`src/rtl/memory_writeback_stage_pkg.sv`:
```
// rtl/memory_writeback_stage_pkg.sv - shared types and widths for the memory/writeback stage
package memory_writeback_stage_pkg;

    localparam int DATA_W     = 64;
    localparam int REG_ADDR_W = 5;
    localparam int FLAGS_W    = 4;

    typedef enum logic [1:0] {
        WB_IDLE,
        WB_MEM_WAIT,
        WB_FAULT
    } wb_state_t;

    typedef struct packed {
        logic                  regwrite;
        logic [REG_ADDR_W-1:0] writeaddr;
        logic [DATA_W-1:0]     writedata;
        logic                  setflags;
        logic [FLAGS_W-1:0]    flags;
    } wb_bus_t;

    // Instruction fields parked while a memory access is in flight
    typedef struct packed {
        logic                  regwrite;
        logic                  setflags;
        logic                  memtoreg;
        logic [REG_ADDR_W-1:0] writeaddr;
        logic [FLAGS_W-1:0]    flags;
    } wb_capture_t;

endpackage

```
`src/rtl/wb_timeout_counter.sv`:
```
// rtl/wb_timeout_counter.sv - counts unanswered memory-wait cycles and flags expiry
module wb_timeout_counter #(
    parameter int MEM_TIMEOUT = 255
) (
    input  logic clk,
    input  logic rst,
    input  logic clear,
    input  logic enable,
    output logic expired
);

    logic [15:0] count;

    always_ff @(posedge clk) begin
        if (!rst || clear) begin
            count <= '0;
        end else if (enable && (count != 16'(MEM_TIMEOUT))) begin
            count <= count + 16'd1;
        end
    end

    // Expiry is seen one cycle early so the edge that would reach the limit is the edge that faults
    assign expired = enable && (count == 16'(MEM_TIMEOUT - 1));

endmodule

```
`src/rtl/memory_writeback_stage.sv`:
```
// rtl/memory_writeback_stage.sv - final pipeline stage: optional data-memory access and writeback bus
module memory_writeback_stage
    import memory_writeback_stage_pkg::*;
#(
    parameter int MEM_TIMEOUT = 255
) (
    input  logic                  clk,
    input  logic                  rst,
    input  logic                  ex_valid,
    input  logic [DATA_W-1:0]     ex_result,
    input  logic [DATA_W-1:0]     ex_store_data,
    input  logic [FLAGS_W-1:0]    ex_flags,
    input  logic [REG_ADDR_W-1:0] ex_write_addr,
    input  logic                  ex_regwrite,
    input  logic                  ex_memwrite,
    input  logic                  ex_memtoreg,
    input  logic                  ex_setflags,
    output logic                  stall,
    output logic                  mem_req,
    output logic                  mem_we,
    output logic [DATA_W-1:0]     mem_addr,
    output logic [DATA_W-1:0]     mem_wdata,
    input  logic [DATA_W-1:0]     mem_rdata,
    input  logic                  mem_ack,
    output logic                  writeback_regwrite,
    output logic [REG_ADDR_W-1:0] writeback_writeaddr,
    output logic [DATA_W-1:0]     writeback_writedata,
    output logic                  writeback_setflags,
    output logic [FLAGS_W-1:0]    writeback_flags,
    output logic                  mem_fault
);

    wb_state_t   state;
    wb_bus_t     wb_q;
    wb_capture_t cap_q;
    logic        tmo_clear;
    logic        tmo_enable;
    logic        tmo_expired;

    assign tmo_enable = (state == WB_MEM_WAIT) && !mem_ack;
    assign tmo_clear  = (state != WB_MEM_WAIT) || mem_ack;

    wb_timeout_counter #(
        .MEM_TIMEOUT(MEM_TIMEOUT)
    ) u_timeout (
        .clk    (clk),
        .rst    (rst),
        .clear  (tmo_clear),
        .enable (tmo_enable),
        .expired(tmo_expired)
    );

    always_ff @(posedge clk) begin
        if (!rst) begin
            state     <= WB_IDLE;
            wb_q      <= '0;
            cap_q     <= '0;
            mem_req   <= 1'b0;
            mem_we    <= 1'b0;
            mem_addr  <= '0;
            mem_wdata <= '0;
            mem_fault <= 1'b0;
        end else begin
            wb_q.regwrite <= 1'b0;
            wb_q.setflags <= 1'b0;
            case (state)
                WB_IDLE: begin
                    if (ex_valid) begin
                        if (ex_memwrite || ex_memtoreg) begin
                            // A store never writes a register, even if memtoreg is also set
                            cap_q.regwrite  <= ex_regwrite && !ex_memwrite;
                            cap_q.setflags  <= ex_setflags;
                            cap_q.memtoreg  <= ex_memtoreg && !ex_memwrite;
                            cap_q.writeaddr <= ex_write_addr;
                            cap_q.flags     <= ex_flags;
                            mem_req         <= 1'b1;
                            mem_we          <= ex_memwrite;
                            mem_addr        <= ex_result;
                            mem_wdata       <= ex_store_data;
                            state           <= WB_MEM_WAIT;
                        end else begin
                            wb_q.regwrite  <= ex_regwrite;
                            wb_q.writeaddr <= ex_write_addr;
                            wb_q.writedata <= ex_result;
                            wb_q.setflags  <= ex_setflags;
                            wb_q.flags     <= ex_flags;
                        end
                    end
                end
                WB_MEM_WAIT: begin
                    if (mem_ack) begin
                        mem_req        <= 1'b0;
                        state          <= WB_IDLE;
                        wb_q.regwrite  <= cap_q.regwrite;
                        wb_q.writeaddr <= cap_q.writeaddr;
                        wb_q.writedata <= cap_q.memtoreg ? mem_rdata : '0;
                        wb_q.setflags  <= cap_q.setflags;
                        wb_q.flags     <= cap_q.flags;
                    end else if (tmo_expired) begin
                        mem_req   <= 1'b0;
                        mem_fault <= 1'b1;
                        state     <= WB_FAULT;
                    end
                end
                WB_FAULT: begin
                end
                default: state <= WB_IDLE;
            endcase
        end
    end

    assign stall               = (state != WB_IDLE);
    assign writeback_regwrite  = wb_q.regwrite;
    assign writeback_writeaddr = wb_q.writeaddr;
    assign writeback_writedata = wb_q.writedata;
    assign writeback_setflags  = wb_q.setflags;
    assign writeback_flags     = wb_q.flags;

endmodule

```
`config.mk`:
```
export PLATFORM = sky130hd
export DESIGN_NAME = memory_writeback_stage
export DESIGN_NICKNAME = d
export VERILOG_FILES = /design/src/rtl/memory_writeback_stage_pkg.sv /design/src/rtl/wb_timeout_counter.sv /design/src/rtl/memory_writeback_stage.sv
export SDC_FILE = /design/constraint.sdc
export NUM_CORES = 1
export LEC_CHECK = 0
export CORE_UTILIZATION = 34
export CTS_CLUSTER_SIZE = 16
export DETAILED_ROUTE_END_ITERATION = 8
export DONT_BUFFER_PORTS = 1
export SYNTH_ARGS = -nofsm -noshare
export SYNTH_HDL_FRONTEND = slang
export SYNTH_HIERARCHICAL = 1
export SYNTH_SLANG_ARGS = --single-unit
```
`constraint.sdc`:
```
create_clock -name clk -period 3.2 [get_ports clk]
set_clock_uncertainty 0.2 [all_clocks]
set_input_delay 0.32 -clock clk [delete_from_list [all_inputs] [get_ports clk]]
set_output_delay 0.32 -clock clk [all_outputs]
set_load 0.005 [all_outputs]
```
==> metrics.md, run 1 <==
| Metric | Value |
|---|---|
| Outcome | `completed` |
| CTS Buffer Depth | `3` |
| WP buf/inv | `2` |
| Drt total wl | `37,400 microns` |
| Port Buffer Count | `0` |
| FP Rows | `61` |
| Synth top area cells | `dfxtp_1, a21oi_1, nand3_1` |
| Placeable Area | `28,000 sq um` |
| Number of synthesized register bits | `236` |
| Critical Path Fanout Max | `12` |
| Initial antenna violation count | `0` |
| Vias per cell | `6.04` |
| Grt ovf | `0` |
| Post-Syn Area | `9760 sq um` |
| Share of layout cells above drive strength 1 | `7.32%` |
| Max Fclk | `337 MHz` |
| Clock latency on the worst-skew pair | `0.52 ns` |
| First-pass GRT wire length | `54,700 microns` |
| Netlist cell types | `54` |
| Max cap viols | `0` |
| Count leader, synth | `dfxtp_1` |
| Post-DRT Antenna Nets | `0` |
| Yosys Warn Count | `6` |
| TritonCTS clock tree | `yes` |
| Cells after synthesis | `1,117` |
| Period utilisation layout | `92.8%` |
| Setup Buffers After CTS | `0` |
| PwrDens | `542 nW/um^2` |
| Main synth FF type | `dfxtp_1` |
| CP top delay family | `simple AND/OR/NAND/NOR gates` |
| Critical path type | `reg -> reg` |
| Sequential Power Share | `45.4%` |
| VDD IR max | `0.346 mV` |
| Vias in the first global route | `9,578` |
| Number of synthesized flops with an enable pin | `0` |
| Clock power share | `42.2%` |
| Overall die area | `29,400 sq um` |
| RD Place Congestion | `0.768` |
| 1st-iter DRT viols | `1,083` |
| Starting Density | `34.8%` |
| Horiz. Die Dim | `171 microns` |
| GRT Total Usage | `23.4%` |
| # setup viols final | `0` |
| Top cell type's share of synthesized area | `48.4%` |
| Avg Cell Area, Syn | `8.74 sq um` |
| Slew Viols, Final | `0` |
| Leakage | `4.61 nW` |
| Clk sinks | `236` |
| WL/cell | `22.3 microns` |
| Fin nets | `1,488` |
| Depth of the CTS H-tree | `1` |
| Number of gates resized after cts | `0` |
| Syn nets | `1,328` |
| Min cycle time layout | `2.97 ns` |
| PnR Total Power | `0.00715 W` |
| Syn-to-layout area delta | `35.3%` |
| HP Class | `in -> reg` |
| Asr flop ratio synth | `0%` |
| Max incr delay on CP | `0.56 ns` |
| CP endpoint kind | `register` |
| Routed via count | `10,128` |
| NetSw | `0.00188 W` |
| Leading area contributor after synthesis | `dfxtp_1` |
| Unrepaired setup endpoints after global routing | `false` |
| Setup_tns | `0 ns` |
| Synth top cells by count | `dfxtp_1, a21oi_1, nand3_1` |
| Root buffer cell | `clkbuf_16` |
| Die height | `171 microns` |
| Reg2reg setup slack | `0.23 ns` |
| Worst path cell trace | `or3b_2 > inv_1 > nand4_1 > nor3_1 > nor2_1 > o21a_1 > dlygate4sd3_1` |
| DRC Markers | `0` |
| Max-slew headroom | `47.5%` |
| # fillers | `2,547` |
| Largest net degree at the start of global routing | `91` |
| Switching Fraction | `26.3%` |
| Worst slew pin tran | `0.786 ns` |
| Power Internal | `0.00527 W` |
| Hpwl dp | `21,800 microns` |
| Number of hold violations in the final report | `0` |
| Io pins | `416` |
| WP data arrival | `3.18 ns` |
| Combinational Power Share | `12.3%` |
| CP max-delay cell | `dfxtp_1` |
| Num CTS Buffers | `26` |
| Startpoint types | `register` |
| Req. time, crit path | `3.41 ns` |
| Proportion of synthesized chip area in sequential cells | `48.4%` |
| Drt pass-1 iters | `5` |
| Worst-path clk slew | `0.06 ns` |
worst paths after layout:
path,from,endpoint,cells past startpoint
hold / removal,mem_rdata[53],writeback_writedata[53]$_SDFFE_PN0P_,2
setup / recovery,state[0]$_SDFFE_PN0P_,state[0]$_SDFFE_PN0P_,7
hold reg to reg,cap_q[7]$_SDFFE_PN0P_,cap_q[7]$_SDFFE_PN0P_,2
setup reg to reg,state[0]$_SDFFE_PN0P_,state[0]$_SDFFE_PN0P_,7
cell families after synthesis:
group,count (synthesis),share of synthesized area (%)
AOI/OAI and AO/OA,456,29.4
and+or+nand+nor,277,14.2
DFF,236,48.4
buffers and inverters,140,7.23
xor gates and xnor gates,5,0.449
adders and majority gates,2,0.256
muxes,1,0.103
metal layers:
metal,wire [microns],GRT usage (%),up-vias
met5,0,0,-
met4,1320,10.0,0
met3,3720,6.56,129
met2,17900,38.8,621
met1,14500,28.3,4866
li1,-,-,4512
power by group through the flow:
stage	Combinational [W]	Sequential (W)	Clock [W]
2_1_floorplan	0.000476	0.00325	0
3_3_place_gp	0.000577	0.00331	0
3_5_place_dp	0.000594	0.00331	0
4_1_cts	0.000863	0.00324	0.00305
5_1_grt	0.000948	0.00326	0.00318
6_report	0.000883	0.00325	0.00302
flip-flops by register name, summed over array words and instances, names as in the netlist:
register and count:
mem_fault 1, cap_q 12, writeback_setflags 1, mem_wdata 64
mem_we 1, writeback_regwrite 1, writeback_writedata 64, u_timeout/count 16
mem_req 1, mem_addr 64, writeback_writeaddr 5, writeback_flags 4
state 2
timing repair:
action / CTS / global route
endpoints found under the setup margin: 0 / 0
hold buffers: 246 / 0
endpoints found under the hold margin: 221 / 0
through the flow:
stage	hold slack (ns)	instances	setup slack (ns)	area [sq um]	utilization (%)
6_report	0.00425	1676	0.229	13200	47.1
3_5_place_dp	0.256	1381	0.645	9860	35.2
4_1_cts	0.00221	1675	0.234	13200	47.1
3_3_place_gp	0.250	1381	0.715	9860	35.2
5_1_grt	0.00974	1675	0.00522	13200	47.1
2_1_floorplan	0.247	1117	0.912	9760	-
area by class of cell:
cell class                      count  area (sq um)  area share [%]
Inverter                            4          20.0           0.152
Sequential cell                   236          4720            35.8
Multi-Input combinational cell    741          4370            33.1
Clock inverter                      9          75.1           0.569
Antenna cell                        1          2.50          0.0190
Tap cell                          378           473            3.58
Clock buffer                       39           791            5.99
Timing Repair Buffer              268          2750            20.8
placed cells by master (no fill, tap or decap), types with 4 or more instances in the layout:
| cell | n |
|---|---|
| dlygate4sd3_1 | 245 |
| buf_12 | 10 |
| nor2_1 | 55 |
| nand4_1 | 8 |
| nand2b_1 | 4 |
| nand3_1 | 138 |
| o21ai_1 | 41 |
| buf_4 | 13 |
| a221oi_1 | 30 |
| a221oi_2 | 10 |
| clkbuf_1 | 5 |
| a32oi_1 | 73 |
| xor2_1 | 5 |
| dfxtp_1 | 236 |
| o21ai_0 | 105 |
| nand2_1 | 40 |
| o22ai_1 | 31 |
| a21oi_1 | 149 |
| clkbuf_8 | 7 |
| clkinv_2 | 6 |
| clkbuf_16 | 27 |
Power figures use the tool's default switching activity.
==> run 2: changes to the inputs <==
- CTS_CLUSTER_SIZE: 16 -> default
- TNS_END_PERCENT: default -> 50
==> results of run 2 <==
No change in the layout: final DEF, timing and power equal those of run 1.
==> run 3: changes to the inputs <==
- PLACE_DENSITY: default -> 0.59
- SETUP_SLACK_MARGIN: default -> 0.3
==> run 3 against run 2 <==
Critical path depth decreased by 2. Power decreased by 0.41%. Clock power about the same. Sequential power about the same. Global-route usage decreased by 0.46 points. Combinational power about the same. Wire length decreased by 1.3%. Flip-flop and latch count unchanged. Critical path type unchanged. Utilization decreased by 0.71 points. Die area unchanged.
==> metrics.md, run 3 (synthesis results as in run 1) <==
| Metric | Value |
|---|---|
| Placeable Area | `28,000 sq um` |
| Critical Path Fanout Max | `35` |
| Largest net degree at the start of global routing | `106` |
| HP Start | `ex_memtoreg` |
| Die height | `171 microns` |
| Setup_tns | `0 ns` |
| Critical path type | `reg -> reg` |
| FP Rows | `61` |
| Worst R2R Path Depth | `5` |
| Clk sinks | `236` |
| Max Fclk | `392 MHz` |
| DRC Markers | `0` |
| R2r startpoint | `state[1]$_SDFFE_PN0P_` |
| Hpwl dp | `22,000 microns` |
| Req. time, crit path | `3.49 ns` |
| Post-DRT Antenna Nets | `0` |
| Syn-to-layout area delta | `33.3%` |
| Share of layout cells above drive strength 1 | `7.76%` |
| Most common cell after layout, fill and taps aside | `dfxtp_1` |
| Max cap viols | `0` |
| # setup viols final | `0` |
| Outcome | `completed` |
| Placed cell count | `1,387` |
| Number of gates resized after cts | `0` |
| Num CTS Buffers | `26` |
| Drt pass-1 iters | `5` |
| GRT Total Usage | `23.0%` |
| 1st-iter DRT viols | `940` |
| WL/cell | `22.3 microns` |
| Io pins | `416` |
| WHS Endpoint | `writeback_writeaddr[4]$_SDFFE_PN0P_` |
| CP endpoint kind | `register` |
| Post-CTS Hold Buffers | `219` |
| WP buf/inv | `2` |
| Port Buffer Count | `0` |
| RD Place Congestion | `0.801` |
| Worst path cell trace | `nor3b_4 > buf_12 > nand3_1 > a21oi_1 > dlygate4sd3_1` |
| First-pass GRT wire length | `53,300 microns` |
| Drt total wl | `36,900 microns` |
| CTS Buffer Depth | `3` |
| Grt ovf | `0` |
| Startpoint types | `register` |
| Clock latency on the worst-skew pair | `0.54 ns` |
| Final non-filler cell total | `1,654` |
| Root buffer cell | `clkbuf_16` |
| Slew Viols, Final | `0` |
| Metal2 WL | `17,600 microns` |
| R2r endpoint | `mem_addr[8]$_SDFFE_PN0P_` |
| Max incr delay on CP | `0.76 ns` |
| Horiz. Die Dim | `171 microns` |
| Wire length on met3 | `3860 microns` |
| Number of hold violations in the final report | `0` |
| Starting Density | `34.8%` |
| Hold-critical path depth | `3` |
| Worst slew pin tran | `0.852 ns` |
| TritonCTS clock tree | `yes` |
| Fin nets | `1,467` |
| Reg2reg setup slack | `0.65 ns` |
| Unrepaired setup endpoints after global routing | `false` |
| Most frequent cells in the layout | `dfxtp_1, dlygate4sd3_1, a21oi_1, nand3_1, o21ai_0` |
| Min cycle time layout | `2.55 ns` |
| PwrDens | `548 nW/um^2` |
| Max-slew headroom | `43.1%` |
| CP top delay family | `simple AND/OR/NAND/NOR gates` |
| WP data arrival | `2.84 ns` |
| Worst-path clk slew | `0.06 ns` |
| HP Class | `in -> reg` |
| WL met1 | `14,100 microns` |
| PnR Total Power | `0.00712 W` |
| Vias per cell | `6.01` |
| Setup Buffers After CTS | `0` |
| Overall die area | `29,400 sq um` |
| Period utilisation layout | `79.7%` |
| Leakage | `4.46 nW` |
| VDD IR max | `0.363 mV` |
| Vias in the first global route | `9,414` |
| Top Layer Used | `met5` |
| CP max-delay cell | `nor3b_4` |
| Depth of the CTS H-tree | `1` |
| Initial antenna violation count | `1` |
| Routed via count | `9,937` |
run 3: worst max-delay path by stage:
stage | startpoint | endpoint | slack (ns) | cells after the start
CTS | state[1]$_SDFFE_PN0P_ | cap_q[9]$_SDFFE_PN0P_ | 0.63 | 4
global placement | state[0]$_SDFFE_PN0P_ | u_timeout/count[15]$_SDFFE_PP0P_ | 0.72 | 6
global route | state[1]$_SDFFE_PN0P_ | mem_addr[0]$_SDFFE_PN0P_ | 0.49 | 5
floorplan | state[0]$_SDFFE_PN0P_ | u_timeout/count[15]$_SDFFE_PP0P_ | 0.91 | 8
finish | state[1]$_SDFFE_PN0P_ | mem_addr[8]$_SDFFE_PN0P_ | 0.65 | 5
detailed placement | state[0]$_SDFFE_PN0P_ | u_timeout/count[15]$_SDFFE_PP0P_ | 0.67 | 6
run 3: tightest hold or removal path: stages:
cell and delay, ns:
or3b_1 0.18, o211a_1 0.16, o21a_1 0.09
run 3: layout make-up:
type | count | area (sq um)
Multi-Input combinational cell | 741 | 4370
Tap cell | 378 | 473
Antenna cell | 1 | 2.50
Timing Repair Buffer | 247 | 2560
Fill cell | 2588 | 15000
Sequential cell | 236 | 4720
Clock buffer | 39 | 769
Inverter | 4 | 20.0
Clock inverter | 8 | 83.8
run 3: per-layer routing:
metal,up-vias,track usage (%)
met5,-,0
li1,4468,-
met3,112,7.06
met4,2,10.0
met2,609,38.1
met1,4746,27.2
run 3: stage by stage:
stage	hold slack [ns]	utilization (%)	instance area (sq um)	worst slack (ns)
floorplan	0.247	-	9760	0.912
CTS	0.0124	46.4	13000	0.630
global placement	0.251	35.5	9950	0.721
finish	0.0435	46.4	13000	0.650
global route	0.0479	46.4	13000	0.493
detailed placement	0.251	35.5	9950	0.673
run 3: power breakdown:
group | switching [W] | leakage (nW) | internal [W]
Sequential | 0.000142 | 1.93 | 0.00310
Combinational | 0.000498 | 2.11 | 0.000388
Clock | 0.00125 | 0.423 | 0.00174
Total | 0.00189 | 4.46 | 0.00523
